**config.mk**
```make
export PLATFORM = sky130hd
export DESIGN_NAME = ad79x8_responder
export DESIGN_NICKNAME = d
export VERILOG_FILES = /design/src/rtl/ad79x8_pkg.sv /design/src/rtl/ad79x8_edge_sync.sv /design/src/rtl/ad79x8_responder.sv
export SDC_FILE = /design/constraint.sdc
export NUM_CORES = 1
export LEC_CHECK = 0
export ABC_CLOCK_PERIOD_IN_PS = 5800
export CORE_ASPECT_RATIO = 1.5
export CORE_UTILIZATION = 45
export DETAILED_ROUTE_END_ITERATION = 16
export PLACE_DENSITY_LB_ADDON = 0.1
export SYNTH_ARGS = -nofsm -noshare
export SYNTH_HDL_FRONTEND = slang
export SYNTH_SLANG_ARGS = --single-unit
```
**constraint.sdc**
```tcl
create_clock -name clk -period 5.8 [get_ports clk]
set_input_delay 1.16 -clock clk [delete_from_list [all_inputs] [get_ports clk]]
set_output_delay 1.16 -clock clk [all_outputs]
set_load 0.02 [all_outputs]
```
**src/rtl/ad79x8_pkg.sv**
```systemverilog
// Shared constants for the AD79x8 serial link: control-word bit positions, frame length
// and FSM state encoding. The responder and the master both import this package.
package ad79x8_pkg;

  localparam int unsigned FRAME_LEN   = 16;
  localparam int unsigned CNT_W       = $clog2(FRAME_LEN + 1);

  localparam int unsigned CTL_WRITE   = 15;
  localparam int unsigned CTL_SEQ     = 14;
  localparam int unsigned CTL_ADD_MSB = 12;
  localparam int unsigned CTL_ADD_LSB = 10;
  localparam int unsigned CTL_PM_MSB  = 9;
  localparam int unsigned CTL_SHADOW  = 7;
  localparam int unsigned CTL_RANGE   = 5;
  localparam int unsigned CTL_CODING  = 4;

  // ctrl_reg stores word[15:4], so register bit = word bit - CTL_REG_LSB
  localparam int unsigned CTL_REG_LSB = 4;

  typedef enum logic [1:0] {
    ST_IDLE    = 2'd0,
    ST_SHIFT   = 2'd1,
    ST_OVERRUN = 2'd2
  } state_e;

  function automatic logic [11:0] format_data(input logic [11:0] sample,
                                              input int unsigned res,
                                              input logic        coding);
    logic [11:0] d;
    d = sample;
    if (res == 8) d[3:0] = 4'b0;
    else if (res == 10) d[1:0] = 2'b0;
    d[11] = d[11] ^ coding;
    return d;
  endfunction

endpackage

```
**src/rtl/ad79x8_edge_sync.sv**
```systemverilog
// Multi-flop synchronizer with registered rise/fall pulses; total latency from pin to
// pulse is stages+1 clk.
module ad79x8_edge_sync #(
  parameter int unsigned stages = 2,
  parameter logic        init   = 1'b1
) (
  input  logic clk,
  input  logic reset,
  input  logic async_in,
  output logic level,
  output logic rise,
  output logic fall
);

  logic [stages-1:0] sync_q;
  logic              prev_q;

  if (stages < 2) begin : g_bad_stages
    $error("ad79x8_edge_sync: stages must be at least 2");
  end

  always_ff @(posedge clk or negedge reset) begin
    if (!reset) begin
      sync_q <= {stages{init}};
      prev_q <= init;
      rise   <= 1'b0;
      fall   <= 1'b0;
    end else begin
      sync_q <= {sync_q[stages-2:0], async_in};
      prev_q <= sync_q[stages-1];
      rise   <= sync_q[stages-1] & ~prev_q;
      fall   <= ~sync_q[stages-1] & prev_q;
    end
  end

  assign level = sync_q[stages-1];

endmodule

```
**src/rtl/ad79x8_responder.sv**
```systemverilog
// SPI slave emulating an AD7908/AD7918/AD7928: decodes the 16-bit control word and
// returns {0, channel, data} taken from a parallel sample bus.
//
// state    | meaning
// IDLE     | cs high, dout parked at 0, waiting for cs fall
// SHIFT    | frame active, one bit in and one bit out per sclk fall
// OVERRUN  | 16 bits done, extra sclk falls ignored, dout held 0
module ad79x8_responder
  import ad79x8_pkg::*;
#(
  parameter int unsigned resolution  = 12,
  parameter int unsigned sync_stages = 2
) (
  input  logic        clk,
  input  logic        reset,
  input  logic        cs,
  input  logic        sclk,
  input  logic        din,
  output logic        dout,
  output logic        dout_en,
  input  logic [95:0] ch_data,
  output logic [11:0] ctrl_reg,
  output logic        frame_done,
  output logic        frame_error
);

  localparam logic [1:0] IDLE    = ST_IDLE;
  localparam logic [1:0] SHIFT   = ST_SHIFT;
  localparam logic [1:0] OVERRUN = ST_OVERRUN;

  localparam int unsigned R_SEQ     = CTL_SEQ - CTL_REG_LSB;
  localparam int unsigned R_SHADOW  = CTL_SHADOW - CTL_REG_LSB;
  localparam int unsigned R_CODING  = CTL_CODING - CTL_REG_LSB;
  localparam int unsigned R_ADD_MSB = CTL_ADD_MSB - CTL_REG_LSB;
  localparam int unsigned R_ADD_LSB = CTL_ADD_LSB - CTL_REG_LSB;

  if (!(resolution == 8 || resolution == 10 || resolution == 12)) begin : g_bad_resolution
    $error("ad79x8_responder: resolution must be 8, 10 or 12");
  end

  logic cs_lvl, cs_rise, cs_fall;
  logic sclk_lvl, sclk_rise, sclk_fall;
  logic unused_sync;

  ad79x8_edge_sync #(.stages(sync_stages), .init(1'b1)) u_cs_sync (
    .clk      (clk),
    .reset    (reset),
    .async_in (cs),
    .level    (cs_lvl),
    .rise     (cs_rise),
    .fall     (cs_fall)
  );

  ad79x8_edge_sync #(.stages(sync_stages), .init(1'b1)) u_sclk_sync (
    .clk      (clk),
    .reset    (reset),
    .async_in (sclk),
    .level    (sclk_lvl),
    .rise     (sclk_rise),
    .fall     (sclk_fall)
  );

  assign unused_sync = &{1'b0, cs_lvl, sclk_lvl, sclk_rise};

  // din gets the same depth as cs/sclk so it lines up with the fall pulse
  logic [sync_stages-1:0] din_q;
  logic                   din_s;

  always_ff @(posedge clk or negedge reset) begin
    if (!reset) din_q <= '0;
    else        din_q <= {din_q[sync_stages-2:0], din};
  end

  assign din_s = din_q[sync_stages-1];

  logic [1:0]       state;
  logic [CNT_W-1:0] bit_cnt;
  logic [14:0]      shift_out;
  logic [15:0]      ctrl_shift;
  logic [2:0]       chan_ptr;
  logic [2:0]       ptr_next;
  logic [11:0]      sample_sel;
  logic [15:0]      frame_word;

  always_comb begin
    sample_sel = ch_data[11:0];
    for (int k = 1; k < 8; k++) begin
      if (chan_ptr == 3'(k)) sample_sel = ch_data[12*k +: 12];
    end
  end

  assign frame_word = {1'b0, chan_ptr, format_data(sample_sel, resolution, ctrl_reg[R_CODING])};

  always_comb begin
    ptr_next = chan_ptr;
    if (ctrl_shift[CTL_WRITE]) begin
      if (ctrl_shift[CTL_SEQ] && ctrl_shift[CTL_SHADOW]) ptr_next = 3'd0;
      else ptr_next = ctrl_shift[CTL_ADD_MSB:CTL_ADD_LSB];
    end else if (ctrl_reg[R_SEQ] && ctrl_reg[R_SHADOW]) begin
      ptr_next = (chan_ptr == ctrl_reg[R_ADD_MSB:R_ADD_LSB]) ? 3'd0 : chan_ptr + 3'd1;
    end
  end

  always_ff @(posedge clk or negedge reset) begin
    if (!reset) begin
      state       <= IDLE;
      bit_cnt     <= '0;
      shift_out   <= '0;
      ctrl_shift  <= '0;
      chan_ptr    <= 3'd0;
      ctrl_reg    <= '0;
      dout        <= 1'b0;
      dout_en     <= 1'b0;
      frame_done  <= 1'b0;
      frame_error <= 1'b0;
    end else begin
      frame_done  <= 1'b0;
      frame_error <= 1'b0;
      if (cs_rise) begin
        state   <= IDLE;
        dout    <= 1'b0;
        dout_en <= 1'b0;
        if (bit_cnt == CNT_W'(FRAME_LEN)) begin
          frame_done <= 1'b1;
          chan_ptr   <= ptr_next;
          if (ctrl_shift[CTL_WRITE]) ctrl_reg <= ctrl_shift[15:CTL_REG_LSB];
        end else if (bit_cnt != '0) begin
          frame_error <= 1'b1;
        end
      end else begin
        case (state)
          IDLE: begin
            if (cs_fall) begin
              state     <= SHIFT;
              dout      <= frame_word[15];
              shift_out <= frame_word[14:0];
              dout_en   <= 1'b1;
              bit_cnt   <= '0;
            end
          end
          SHIFT: begin
            if (sclk_fall) begin
              ctrl_shift <= {ctrl_shift[14:0], din_s};
              dout       <= shift_out[14];
              shift_out  <= {shift_out[13:0], 1'b0};
              bit_cnt    <= bit_cnt + 1'b1;
              if (bit_cnt == CNT_W'(FRAME_LEN - 1)) begin
                state <= OVERRUN;
                dout  <= 1'b0;
              end
            end
          end
          OVERRUN: dout <= 1'b0;
          default: state <= IDLE;
        endcase
      end
    end
  end

endmodule

```
# After elaboration in Yosys (flattened, before gate mapping)
# Index checks and enable logic that the tools add are counted.
[word_totals]
register_bits = 68
in_bits = 101
wordCells = 97
out_inout_bits = 16
[op_classes]
n_addsub = 2
n_reduce_logical = 16
bitwise_logic = 8
n_eq_ne = 18
n_mux = 35
[op_table]
columns = ["op", "n"]
rows = [
  ["$mux W12", 7],
  ["$mux W15", 2],
  ["$pmux W15 S2", 1],
  ["$eq A3 B3 Y1 const B", 4],
  ["$mux W1", 12],
  ["$mux W3", 4],
  ["$reduce_and A3 Y1", 4],
  ["$mux W5", 2],
  ["$pmux W5 S2", 1],
  ["$mux W2", 4],
  ["$reduce_and A4 Y1", 2],
  ["$reduce_bool A2 Y1", 4],
  ["$eq A3 B2 Y1 const B", 2],
  ["$ne A2 B1 Y1 const B", 3],
  ["$ne A3 B1 Y1 const B", 2],
  ["$pmux W2 S3", 1],
  ["$add A5 B1 Y5 const B", 1],
  ["$eq A5 B4 Y1 const B", 1],
  ["$eq A5 B5 Y1 const B", 1],
  ["$reduce_bool A5 Y1", 1],
  ["$not A1 Y1", 4],
  ["$reduce_bool A4 Y1", 1],
  ["$add A3 B1 Y3 const B", 1],
  ["$and A1 B1 Y1", 3],
  ["10 further kinds", 11],
]

# Logic depth before layout (Yosys ltp)
[depth]
word_depth = 11
mapped_depth = 9
mapped_depth_nobuf = 7

# Modules after synthesis
# A second synthesis with hierarchy kept.
[hier_totals]
hier_cells = 396
hier_area_um2 = 3913.8
[by_module_without_submodules]
columns = ["module", "instances", "area_per_inst_um2", "cells_per_inst"]
rows = [
  ["ad79x8_responder", 1, 3626.0, 382],
  ["ad79x8_edge_sync", 2, 143.9, 7],
]

# Least setup slack after synthesis
# No wires, ideal clock.
[synth_path]
kind = "input to register"
startpoint = "input ch_data[23]"
endpoint = "register shift_out[11]"
setup_time_ns = 0.123
setup_slack_ns = 3.704
path_stages = 5
arrival_ns = 1.973
required_ns = 5.677
cell_sequence = "or3b_1 -> a21oi_1 -> a2111oi_1 -> mux2i_1 -> nand2_1"
[synth_via]
elab_chain_len = 10
[synth_rtl]
columns = ["element", "line", "rtl"]
rows = [
  ["start: declaration", "ad79x8_responder.sv:21", "input logic [95:0] ch_data,"],
  ["$mux W12 (7 in series)", "ad79x8_responder.sv:88", "if (chan_ptr == 3'(k)) sample_sel = ch_data[12*k +: 12];"],
  ["$xor A1 B1 Y1", "ad79x8_pkg.sv:33", "d[11] = d[11] ^ coding;"],
  ["$mux W15", "ad79x8_responder.sv:133", "if (cs_fall) begin"],
  ["$pmux W15 S2", "ad79x8_responder.sv:131", "case (state)"],
  ["end signal: assignment", "ad79x8_responder.sv:136", "shift_out <= frame_word[14:0];"],
  ["end signal: assignment", "ad79x8_responder.sv:145", "shift_out <= {shift_out[13:0], 1'b0};"],
  ["end: declaration", "ad79x8_responder.sv:78", "logic [14:0] shift_out;"],
]
# Every way passes these cells. The select of a mux whose other input is x is not followed.
# A chain may end at the register's enable or synchronous reset.

# Worst setup path in the final report
[layout_path]
startpoint = "register chan_ptr[2]"
endpoint = "register shift_out[11]"
[layout_via]
elab_chain_len = 11
elab_cells_between_ends = 17
[layout_rtl]
columns = ["element", "line", "rtl"]
rows = [
  ["start: declaration", "ad79x8_responder.sv:80", "logic [2:0] chan_ptr;"],
  ["start signal: assignment", "ad79x8_responder.sv:125", "chan_ptr <= ptr_next;"],
  ["$eq A3 B1 Y1", "ad79x8_responder.sv:88", ""],
  ["$mux W12 (6 in series)", "ad79x8_responder.sv:88", ""],
  ["$mux W12 (*)", "ad79x8_responder.sv:88", ""],
  ["$xor A1 B1 Y1 (*)", "ad79x8_pkg.sv:33", ""],
  ["$mux W15 (*)", "ad79x8_responder.sv:133", ""],
  ["$pmux W15 S2 (*)", "ad79x8_responder.sv:131", ""],
]
# Mark *: on every way between the ends. The rest lies on a longest branch, timed or not. The select of a mux whose other input is x is not followed.

==> run metrics <==
run status=finished clean; Worst Setup Path Type=reg -> reg; dpl cell area=4870 um2; WHS Path Cells=0; Post-DP HPWL=7510 um; Buffers on Ports=116; sequential-to-total area share from yosys stat=46.0%; R2R Path End=shift_out[11]$_DFFE_PN0P_; area grow syn2layout=39.2%; largest family of logic cells by synthesized area=compound AO/OA/AOI/OAI gates; Post-synth ARST share=100%; CTS buffer count=9; Die Span X=76.2 um; Worst Setup End Kind=flip-flop; Detail Route Antenna Nets=0; die area=8640 um2; worst slew pin tran=0.860 ns; GR Util All Layers=24.8%; post-layout min period=2.81 ns; drc violations=0; Clock Skew=0.00839 ns; Core Footprint=8010 um2; fin crit share=48.4%; Core Rows=40; initial antenna violation count=0; final instance area=5170 um2; P per Cell Area=257 nW/um2; H-tree Lvls=3; FF+latch count, synth=68; fin nets=575; R2R Setup Slk=2.99 ns; Hold Path End=u_sclk_sync.sync_q[1]$_DFF_PN1_; top_reg_cell synth=dfrtp_1; Hold Buf Count CTS=0; # setup viols final=0; post-CTS sizing=0; CTS tree=yes; Sinks on Clock Net=68; EDFF count, synth=0; DRT iter0 DRCs=172; first-pass GRT wire length=16400 um; drt first pass iters=4; DR vias/cell=5.73; XOR/XNOR share of the synthesized area=0.707%; Clock Root Buffer=clkbuf_16; Worst R2R Path Depth=7; commonest cells after routing, fill and taps aside=clkdlybuf4s50_1 (115), dfrtp_1 (62), nand2_1 (27), o21ai_0 (27), a22oi_1 (20); Initial Util=46.4%; Syn Area/Cell=10.3 um2; synth unique cells=56; HP Start=u_sclk_sync.sync_q[0]$_DFF_PN1_; setup bufs post-CTS=0; Leakage=2.15 nW; # IOs=117; largest net degree at the start of global routing=69; vias in the first global route=3292; Max Fclk=356 MHz; Compound-Gate Fraction of Synth Area=24.1%; critical path required time=6.02 ns; max reg flops=16; RSZ-0062 raised after global routing=false; Synth Area in Simple Gates=11.8%; share of cells above drive strength 1=9.15%; Net Count, Synth=472; post-synthesis adder-cell area fraction=3.03%; Post-Syn Area=3720 um2; synthesis warning total=0; total gr overflow=0; Critical Path Start Type=flip-flop; CP Max Fanout=18; cell count after synthesis=362; antenna diode count=0; final hold vios=0; via count=3295; R2R Path Start=chan_ptr[2]$_DFFE_PN0P_; Clock Pin Slew Worst Setup and Hold Paths=0.05 ns; CTS Buffer Depth=2; worst-skew pair later-pin latency=0.34 ns; Max transition margin=42.3%; commonest non-fill, non-tap cell in the layout=clkdlybuf4s50_1; worst min path class=reg -> reg; DR WL/cell=18.0 um; mux contribution to synthesized area=9.02%; Setup TNS Final=0 ns; Max-Cap Viols=0; placer congestion estimate=0.877; Max IR drop VDD=268 uV; total wire length=10300 um; Critical Path AT=3.03 ns; Die Height=113 um; Slew Limit Fails=0
[logic make-up after synthesis]
kind of cell,count (synthesis)
buffers and inverters,38
and+or+nand+nor,83
muxes,30
AOI/OAI and AO/OA,131
xor gates and xnor gates,3
DFF,68
adders and majority gates,9
[metal layers]
metal	GRT usage, %	wire, um
met1	29.1	4100
met2	42.3	5290
met3	5.65	645
met4	12.3	291
met5	0	0
[layout make-up]
type / count / area (um2)
fill: 684 / 2830
tap: 105 / 131
inverter: 12 / 45.0
multi-input combinational: 256 / 1810
clock buffer: 13 / 260
clock inverter: 3 / 45.0
sequential: 68 / 1710
timing repair buffer: 118 / 1170
[report_power, final]
part / switching [mW] / internal, mW
clock network: 0.195 / 0.356
logic: 0.0784 / 0.126
registers: 0.0383 / 0.534
total: 0.312 / 1.02
[per-stage QoR]
stage	power (mW)	hold WS, ns	worst slack (ns)	util (%)	instances
2_1_floorplan	0.677	0.331	3.70	-	362
3_3_place_gp	0.777	0.334	3.03	60.8	559
3_5_place_dp	0.785	0.347	3.03	60.8	559
4_1_cts	1.34	0.355	3.01	64.6	575
5_1_grt	1.39	0.357	2.82	64.6	575
6_report	1.33	0.354	2.99	64.6	575
[critical path: stages, from the launching register on]
cell       delay, ns
dfrtp_1         0.62
inv_2           0.24
ha_1            0.50
or2_1           0.39
a21oi_1         0.08
a2111oi_1       0.55
mux2i_1         0.25
nand2_1         0.06
[Yosys cell counts, types with 9 or more instances]
cell       n  area, um2
dfrtp_1   62       1550
nand2_1   27        101
o21ai_0   27        135
a22oi_1   20        150
a21oi_1   18       90.1
o21ai_1   18       90.1
mux2_1    17        191
nor2_1    15       56.3
inv_1     11       41.3
mux2_2    11        124
a221oi_1  10       87.6
buf_2     10       50.1
clkbuf_1  10       37.5
a221o_1    9       90.1
ha_1       9        113
nor2b_1    9       56.3
o221ai_1   9       78.8
[how the worst max path moves through the flow]
stage | from | end | slack [ns] | cells past startpoint
floorplan | ch_data[23] | shift_out[11]$_DFFE_PN0P_ | 3.70 | 5
global placement | ch_data[35] | shift_out[11]$_DFFE_PN0P_ | 3.03 | 6
detailed placement | chan_ptr[2]$_DFFE_PN0P_ | shift_out[11]$_DFFE_PN0P_ | 3.03 | 7
CTS | chan_ptr[2]$_DFFE_PN0P_ | shift_out[11]$_DFFE_PN0P_ | 3.01 | 7
global route | chan_ptr[2]$_DFFE_PN0P_ | shift_out[11]$_DFFE_PN0P_ | 2.82 | 7
finish | chan_ptr[2]$_DFFE_PN0P_ | shift_out[11]$_DFFE_PN0P_ | 2.99 | 7
(Power assumes the default switching activity.)
==> variant (same settings) <==
Change the package constant `FRAME_LEN` from 16 to 8.
--- a/src/rtl/ad79x8_pkg.sv
+++ b/src/rtl/ad79x8_pkg.sv
@@ -2,7 +2,7 @@
 // and FSM state encoding. The responder and the master both import this package.
 package ad79x8_pkg;
 
-  localparam int unsigned FRAME_LEN   = 16;
+  localparam int unsigned FRAME_LEN   = 8;
   localparam int unsigned CNT_W       = $clog2(FRAME_LEN + 1);
 
   localparam int unsigned CTL_WRITE   = 15;
Check against the original RTL: no difference found for any inputs over 10 cycles, from zero or initial values and one cycle with reset low; that may be too few to reach the edited logic, so the function may still have changed.
==> variant against the original RTL <==
Sequential cell count down 1; clock skew down 0.0018 ns; clock power down 4.5%; wire length up 1.6%; setup slack better by 0.025 ns; cell area up 1.2%; fmax up 0.89%; sequential power up 6.1%; total power up 5.9%; via count up 2.0%; area after synthesis up 1.1%; critical endpoint unchanged; largest cell class unchanged.
==> variant: results (changes against the original RTL) <==
* Drt pass-1 iters at 5 (was 4)
* Synth Warn # at 0 (unchanged)
* Slew margin rel. at 44.9% (was 42.3%)
* Pin count of the biggest net entering global routing at 68 (was 69)
* Number of antenna diodes at 0 (unchanged)
* Global placement routability congestion at 0.924 (was 0.877)
* Resize count post-CTS at 0 (unchanged)
* Vias in the first global route at 3260 (was 3292)
* Initial antenna violation count at 0 (unchanged)
* Top area cells in the synthesized netlist: dfrtp_1, mux2_2, nand2_1 (was dfrtp_1, mux2_1, dfstp_2)
* Crit-path max FO at 24 (was 18)
* Synth Net Count at 492 (was 472)
* FILL cells at 671 (was 684)
* DP HPWL at 7.59 mm (was 7.51 mm)
* Number of flip-flops in the largest register at 16 (unchanged)
* Final wirelength at 10.5 mm (was 10.3 mm)
* Synth cell types at 51 (was 56)
* Async SR Flop Fraction at 100% (unchanged)
* Min-delay worst type: register to register (unchanged)
* First-pass GRT wire length at 16.5 mm (was 16.4 mm)
* Synth top cells by count: dfrtp_1, nand2_1, o21ai_0 (unchanged)
* Port bufs at 116 (unchanged)
* Vias at 3362 (was 3295)
* Worst vdd rail ir drop at 245 µV (was 268 µV)
* Placed Cells at 582 (was 559)
* CTS Buf Count at 9 (unchanged)
* Worst-path clk slew at 0.05 ns (about the same)
* Sequential cell area fraction in the yosys report at 44.8% (was 46.0%)
* Layout cell share with drive strength beyond 1 at 11.6% (was 9.15%)
* Clock skew at 0.00655 ns (was 0.00839 ns)
* Dpl ws at 2.98 ns (was 3.03 ns)
* Outcome: complete, no violations (unchanged)
* Top FF cell, synth: dfrtp_1 (unchanged)
* Buffer depth of the longest clock path at 2 (unchanged)
* Syn avg cell area at 9.81 µm² (was 10.3 µm²)
* CP Data Arrival Time at 2.99 ns (was 3.03 ns)
* Final std cells w/o fill at 598 (was 575)
* P_leak at 2.18 nW (was 2.15 nW)
* Path depth of the worst reg2reg path at 6 (was 7)
* DR iter-0 viols at 269 (was 172)
* Hold Startpoint: din_q[0]$_DFF_PN0_ (was u_sclk_sync.sync_q[0]$_DFF_PN1_)
* Gr usage total at 24.8% (about the same)
-- variant: cell count changes after synthesis, sizes merged, moves of 7 or more --
cell	unedited run	this run
a22oi	20	0
nand2	28	45
o21ai	45	30
a222oi	0	9
a22o	2	9
o41ai	0	7
-- variant: metrics by stage --
step	power, mW	area, µm²
finish	1.41	5240
global route	1.48	5240
CTS	1.42	5240
detailed placement	0.886	4950
global placement	0.877	4950
floorplan	0.753	3760
-- variant: final timing paths --
| path | to | slack [ns] |
|---|---|---|
| setup / recovery | shift_out[11]$_DFFE_PN0P_ | 3.02 |
| hold / removal | din_q[1]$_DFF_PN0_ | 0.35 |
| setup reg to reg | shift_out[11]$_DFFE_PN0P_ | 3.02 |
| hold reg to reg | din_q[1]$_DFF_PN0_ | 0.35 |
| max in group asynchronous | ctrl_reg[7]$_DFFE_PN0P_ | 4.23 |
| min in group asynchronous | shift_out[5]$_DFFE_PN0P_ | 1.03 |
-- variant: logic make-up (layout without fill, tap and decap cells) --
logic type	count (synthesis)	after routing	share of synthesized area, %
AO/OA/AOI/OAI	118	118	22.4
multiplexers	29	29	8.62
AND/OR/NAND/NOR	119	119	16.0
XOR/XNOR	3	3	0.699
buffers and inverters	39	149	4.86
flip-flops	67	67	44.8
adder cells (fa/ha/maj)	8	8	2.66
-- variant: layout make-up --
type,instances,share of cell area [%]
Clock buffer,14,4.85
Clock inverter,2,0.669
Inverter,12,0.860
Multi-Input combinational cell,277,36.1
Sequential cell,67,32.2
Tap cell,105,2.51
Timing Repair Buffer,121,22.8
-- variant: critical path, stage by stage (launching register included) --
cell     delay (ns)
dfrtp_1        0.83
inv_1          0.39
ha_1           0.52
or3b_2         0.51
nand4_1        0.14
mux2i_1        0.20
nand2_1        0.06
-- variant: routing by layer --
layer	track usage, %	part of all wire (%)	up-vias
li1	-	-	1621
met5	0	0	-
met3	6.64	7.0	17
met2	42.5	49	143
met4	11.3	2.7	0
met1	29.0	41	1581
-- variant: power by group --
group / switching [mW] / leakage [nW] / internal [mW]
Clock: 0.182 / 0.141 / 0.344
Sequential: 0.0591 / 0.879 / 0.548
Combinational: 0.121 / 1.16 / 0.153
